## src/rtl/nn_seq_pkg.sv

```systemverilog
// nn_seq_pkg: state type and sizing helpers for layer_sequencer.
// Defining SEQ_BIAS_EN adds the BIAS state.
package nn_seq_pkg;
  typedef enum logic [2:0] {
    S_IDLE,
    S_CLEAR,
    S_ACCUM,
`ifdef SEQ_BIAS_EN
    S_BIAS,
`endif
    S_WRITE,
    S_DONE
  } seq_state_t;
  function automatic int clog2c(input int n);
    return n > 1 ? $clog2(n) : 1;
  endfunction
  // Bias words sit directly after the N_IN*N_OUT weight block
  function automatic int bias_base(input int n_in, input int n_out);
    return n_in * n_out;
  endfunction
endpackage

```

## src/rtl/wrap_counter.sv

```systemverilog
// wrap_counter: modulo-MOD counter with enable, sync clear, async clr and terminal-count flag.
module wrap_counter #(
  parameter int MOD = 4,
  parameter int W = 2
) (
  input  logic         clk,
  input  logic         clr,
  input  logic         sclr,
  input  logic         en,
  output logic [W-1:0] cnt,
  output logic         tc
);
  assign tc = cnt == W'(MOD - 1);
  always_ff @(posedge clk or posedge clr)
    if (clr) cnt <= '0;
    else if (sclr) cnt <= '0;
    else if (en) cnt <= tc ? '0 : cnt + 1'b1;
endmodule

```

## src/rtl/layer_sequencer.sv

```systemverilog
// layer_sequencer: time-shares one MAC across all neurons of a fully connected layer.
// Defining SEQ_BIAS_EN adds a per-neuron bias accumulate step.
module layer_sequencer
  import nn_seq_pkg::*;
#(
  parameter int N_IN  = 4,
  parameter int N_OUT = 3,
  parameter int XW    = clog2c(N_IN),
  parameter int OW    = clog2c(N_OUT),
  parameter int WAW   = clog2c(N_IN * N_OUT + N_OUT)
) (
  input  logic           clk,
  input  logic           clr,
  input  logic           start,
  input  logic           abort,
  input  logic           in_valid,
  output logic           busy,
  output logic           done,
  output logic [XW-1:0]  x_idx,
  output logic [WAW-1:0] w_addr,
  output logic           mac_clr,
  output logic           mac_en,
  output logic           bias_en,
  output logic           out_we,
  output logic [OW-1:0]  out_idx
);
  seq_state_t state;
  logic [XW-1:0] i;
  logic [OW-1:0] j;
  logic i_tc, j_tc, kill;
  logic [WAW-1:0] acc_addr;
  assign kill = abort && state != S_IDLE;
  wrap_counter #(.MOD(N_IN), .W(XW)) u_i (
    .clk(clk), .clr(clr), .sclr(kill), .en(state == S_ACCUM && in_valid), .cnt(i), .tc(i_tc)
  );
  wrap_counter #(.MOD(N_OUT), .W(OW)) u_j (
    .clk(clk), .clr(clr), .sclr(kill), .en(state == S_WRITE), .cnt(j), .tc(j_tc)
  );
  always_ff @(posedge clk or posedge clr)
    if (clr) state <= S_IDLE;
    else if (kill) state <= S_IDLE;
    else
      case (state)
        S_IDLE:  if (start) state <= S_CLEAR;
        S_CLEAR: state <= S_ACCUM;
`ifdef SEQ_BIAS_EN
        S_ACCUM: if (in_valid && i_tc) state <= S_BIAS;
        S_BIAS:  if (in_valid) state <= S_WRITE;
`else
        S_ACCUM: if (in_valid && i_tc) state <= S_WRITE;
`endif
        S_WRITE: state <= j_tc ? S_DONE : S_CLEAR;
        S_DONE:  state <= S_IDLE;
        default: state <= S_IDLE;
      endcase
  assign acc_addr = WAW'(int'(j) * N_IN + int'(i));
  assign busy     = state != S_IDLE;
  assign done     = state == S_DONE;
  assign mac_clr  = state == S_CLEAR;
  assign mac_en   = state == S_ACCUM && in_valid;
  assign out_we   = state == S_WRITE;
  assign out_idx  = j;
  assign x_idx    = i;
`ifdef SEQ_BIAS_EN
  assign bias_en  = state == S_BIAS && in_valid;
  assign w_addr   = state == S_BIAS ? WAW'(bias_base(N_IN, N_OUT) + int'(j)) : acc_addr;
`else
  assign bias_en  = 1'b0;
  assign w_addr   = acc_addr;
`endif
endmodule

```

## config.mk

```make
export PLATFORM = sky130hd
export DESIGN_NAME = layer_sequencer
export DESIGN_NICKNAME = d
export VERILOG_FILES = /design/src/rtl/nn_seq_pkg.sv /design/src/rtl/wrap_counter.sv /design/src/rtl/layer_sequencer.sv
export SDC_FILE = /design/constraint.sdc
export NUM_CORES = 1
export LEC_CHECK = 0
export ABC_AREA = 1
export CORE_AREA = 5 5 42 44
export CTS_BUF_LIST = sky130_fd_sc_hd__clkbuf_4 sky130_fd_sc_hd__clkbuf_8
export CTS_CLUSTER_SIZE = 16
export DETAILED_ROUTE_END_ITERATION = 10
export DIE_AREA = 0 0 47 49
export PLACE_DENSITY = 0.79
export SYNTH_ARGS = -nofsm -noshare
export SYNTH_HDL_FRONTEND = slang
export SYNTH_SLANG_ARGS = --single-unit
```

## constraint.sdc

```tcl
create_clock -name clk -period 3.25 [get_ports clk]
set_input_delay 0.975 -clock clk [delete_from_list [all_inputs] [get_ports clk]]
set_output_delay 0.975 -clock clk [all_outputs]
set_load 0.005 [all_outputs]
```

* Yosys cells after proc, flatten, opt, wreduce, memory -nomap -nowiden *
Cells that the tools add are included.
W data, S select, Z words.

word-level totals
  bits in read-only memories = 0
  bits in registers = 7
  bits in writable memories = 0
  latch bits = 0
  memories kept = 0

cells by class
  $lt $le $gt $ge = 0
  $add $sub $neg = 3
  div/mod/pow operators = 0
  muxes and demuxes = 11
  reductions and logical operators = 8
  bitwise gates (word level) = 0
  multipliers = 0
  shifts and indexed selects = 0
  equal/unequal tests = 8

operators by type and width
  kind                   number
  $mux W2                6
  $mux W3                4
  $pmux W3 S4            1
  $eq A3 B2 Y1 const B   2
  $ne A3 B3 Y1 const B   2
  $add A2 B1 Y2 const B  2
  $add A4 B2 Y4          1
  $eq A2 B2 Y1 const B   2
  $reduce_bool A2 Y1     2
  $eq A3 B1 Y1 const B   1
  $eq A3 B3 Y1 const B   1
  $logic_and A1 B1 Y1    3
  $logic_not A3 Y1       1
  $reduce_bool A3 Y1     1
  $reduce_and A2 Y1      1

* Logic depth before layout (Yosys ltp) *
  depth in word-level cells = 5
  depth in mapped cells = 7
  mapped depth without buffers = 7

* Hierarchy *
A second synthesis with hierarchy kept.

unflattened totals
  cells, all modules = 67
  area, all modules = 474.2 um2

modules (own cells, without submodules)
  module              area an instance (um2)  times used  cells an instance
  layer_sequencer     264.0                   1           38
  wrap_counter (u_j)  106.4                   1           16
  wrap_counter (u_i)  103.8                   1           13

* Worst setup path before layout *
OpenSTA, ideal clock, no wires.

  path kind = input to output
  start = in in_valid
  end = out mac_en
  slack = 1.072 ns
  stages = 2
  required time = 2.275 ns
  buffers on the path = 0
  data arrival time = 1.203 ns
  cell sequence = nand4_1 inv_2

on the way
  longest elaborated chain between the ends = 1

ends and longest elaborated chain
  what                 RTL line               RTL
  start: declaration   layer_sequencer.sv:16  input logic in_valid,
  $logic_and A1 B1 Y1  layer_sequencer.sv:60  assign mac_en = state == S_ACCUM && in_valid;
  end: declaration     layer_sequencer.sv:22  output logic mac_en,

Every way passes these cells.

* Final worst setup path *
Same ends and word-level chain as after synthesis.

==> results <==
==> kinds of logic after synthesis <==
group           Yosys count  synth area share
buf+inv                  18            0.2031
compound gates            3           0.03856
xor+xnor                  1           0.01800
other cells               1          0.007705
simple gates             29            0.3470
fa+ha+maj                 1           0.02570
flops                     7            0.3599
==> synthesized netlist by cell type <==
cell type,n
nand3_1,6
conb_1,1
nor2_1,4
xor2_1,1
o21ai_1,2
inv_1,8
nand2_4,1
buf_6,1
nand2_2,2
clkinv_4,1
dfrtp_1,7
inv_2,3
nor3b_2,1
nand3_4,1
nand2_1,8
nand3_2,1
buf_4,5
o21ai_2,1
ha_1,1
nor2_2,2
nand4_1,2
nor3_1,1
==> worst max-delay path: stages <==
cell and delay (ns):
clkdlybuf4s50_1 0.47, nand4_1 0.13, inv_2 0.10, clkdlybuf4s50_1 0.50
==> power by group <==
part / leakage (nW) / internal, mW / total, mW / switching [mW]
registers: 0.0932 / 0.116 / 0.160 / 0.0433
logic: 0.221 / 0.156 / 0.287 / 0.131
clock network: 0.0184 / 0.0552 / 0.0868 / 0.0317
total: 0.333 / 0.327 / 0.533 / 0.206
==> layer usage <==
metal,vias to the layer above,GRT usage,share of wire
met5,-,0,0
met4,0,0.02765,0.013
met3,2,0.03690,0.066
met2,13,0.1357,0.45
met1,188,0.1309,0.47
li1,209,-,-
==> cells in the final DEF, fill, tap and decap left out, types with 2 or more instances in the layout <==
| cell | n |
|---|---|
| nand2_2 | 2 |
| nor2_2 | 2 |
| clkdlybuf4s50_1 | 17 |
| nand4_1 | 2 |
| nand3_1 | 6 |
| nor2_1 | 4 |
| inv_2 | 3 |
| inv_1 | 8 |
| o21ai_1 | 2 |
| nand2_1 | 8 |
| clkbuf_4 | 4 |
| dfrtp_1 | 7 |
==> registers in the layout, summed over array words and instances, names as in the netlist <==
signal   count
state        3
u_i.cnt      2
u_j.cnt      2
==> area by class of cell <==
type	count	area, µm²
Clock buffer	4	30.03
Fill cell	147	735.7
Inverter	12	50.05
Multi-Input combinational cell	35	212.7
Sequential cell	7	175.2
Tap cell	16	20.02
Timing Repair Buffer	18	177.7
==> worst max path at each step <==
stage / slack [ns] / end / cells after the start
detailed placement: 0.09 / mac_en / 4
floorplan: 1.07 / mac_en / 2
CTS: 0.08 / mac_en / 4
global route: 0.02 / mac_en / 4
finish: 0.09 / mac_en / 4
global placement: 0.09 / mac_en / 4
==> summary.log <==
INFO  status         status=finished, final reports clean
INFO  synth          ys_warn_count=0
INFO  pwr            leakage=0.3328nW
INFO  global_routing global_route.overflow_total=0
INFO  place          dpl.hpwl=753.8µm
INFO  setup_path     timing.setup.critical_path_class=in -> out
INFO  synth          post-synth-top-area-cell=dfrtp_1
INFO  floorplan      floorplan.initialDensity=0.3473
INFO  finish         num_antenna_cells=0
INFO  hold_path      worst_hold_startpoint=u_i.cnt[1]$_DFFE_PP0P_
INFO  pwr            vdd.ir_drop.worst=0.0004103V
INFO  routing        drc=0
INFO  sta            timing_hold_violations_final=0
INFO  global_routing pin_count_of_the_biggest_net_entering_global_routing=10
INFO  pwr            total_power=0.5331mW
INFO  routing        first_iter_violations=0
INFO  floorplan      placeableCoreArea=1401µm²
INFO  synth          synth_cells=60
INFO  place          routabilityCongestion=0.7072
INFO  hold_path      whs_endpoint=u_i.cnt[1]$_DFFE_PP0P_
INFO  global_routing groute.usage.overall=0.09517
INFO  routing        routed_wl=931µm
INFO  synth          synth_top_cell_area_share=0.3599
INFO  clock_tree     clock_latency=0.25ns
INFO  hold_path      hp-class=reg -> reg
INFO  global_routing first_global_vias=396
INFO  clock_tree     cts-root-buf=clkbuf_4
INFO  floorplan      dieArea=2303µm²
INFO  floorplan      die_width=47µm
INFO  pwr            power_density=800.9nW/µm²
INFO  sta            finalCriticalPeriod=3.160ns
INFO  setup_path     worstReg2RegEnd=u_i.cnt[1]$_DFFE_PP0P_
INFO  global_routing antenna_found_initial=0
INFO  place          dp.cells=88
INFO  sta            hold_slack=0.5760ns
INFO  setup_path     endpoint_kind_of_the_worst_setup_timing_path=output pin
INFO  synth          postSynthAreaPerCell=8.112µm²
INFO  finish         design_area=665.6µm²
INFO  floorplan      die_height=49µm
INFO  synth          syn_area=486.7µm²
INFO  run            max-cap-violations=0
INFO  sta            postLayoutSetupSlackWorst=0.08984ns
INFO  synth          synth_seq_cells=7
INFO  routing        routed-via-count=412
INFO  clock_tree     clockBufferDepth=2
INFO  finish         layout-area-overhead-vs-synth=36.76%
INFO  setup_path     cp_max_fo=3
INFO  setup_path     critical_path.startpoint_type=input pin
INFO  setup_path     r2r_cells=4
INFO  synth          synth_cell_types=22
INFO  routing        viasPerCell=4.478
INFO  clock_tree     cts_tree=built
INFO  finish         design.final.nets=83
INFO  setup_path     worst-endpoint-required=2.27ns
INFO  place          placement.setup.worst_slack=0.09339ns
INFO  clock_tree     postCtsSetupBuffers=0
INFO  finish         final_cell_count_no_fill=92
INFO  place          place_area=635.6µm²
INFO  sta            post-route-period-util=0.9724
INFO  synth          ys_seq_area_frac=0.3599
INFO  floorplan      ios=19
INFO  synth          mappedNetlistNets=66
INFO  sta            finalSetupTns=0ns
INFO  clock_tree     cts.sink_count=7
INFO  clock_tree     ctsHoldBuffers=0
INFO  hold_path      min_path_cells=2
INFO  routing        drt_pre_antenna_iters=1
INFO  routing        detail-route-antenna-nets=0
INFO  sta            report.final.slew_viol_count=0
INFO  finish         postLayoutCoreUtil=0.4750
INFO  clock_tree     ctsHtreeMaxLevel=1
INFO  setup_path     arrival=2.19ns
INFO  clock_tree     post_cts_resized=0
INFO  global_routing grt_pass1_wl=1662µm
INFO  routing        wl_per_cell=10.12µm
INFO  floorplan      placement_rows=14
INFO  clock_tree     numCtsBuffers=3
INFO  setup_path     startpoint=in_valid
INFO  sta            skew=0.003862ns
INFO  sta            finalSetupViolations=0
INFO  sta            unrepaired_setup_endpoints_after_global_routing=no
INFO  setup_path     r2r-start=state[1]$_DFFE_PP0P_
INFO  place          place.port_buffers=17
INFO  sta            fmaxAchievable=316.4MHz
INFO  synth          yosys-top-cells-area=dfrtp_1 36%, buf_4 7.7%, nand3_1 6.2%
INFO  setup_path     regToRegSetupSlack=2.13ns
INFO  clock_tree     cts.reportedPaths.clkPinSlew=0.05ns
INFO  finish         drive_above_1_share=0.2368
No activity file was read; power rests on OpenSTA's default activity.
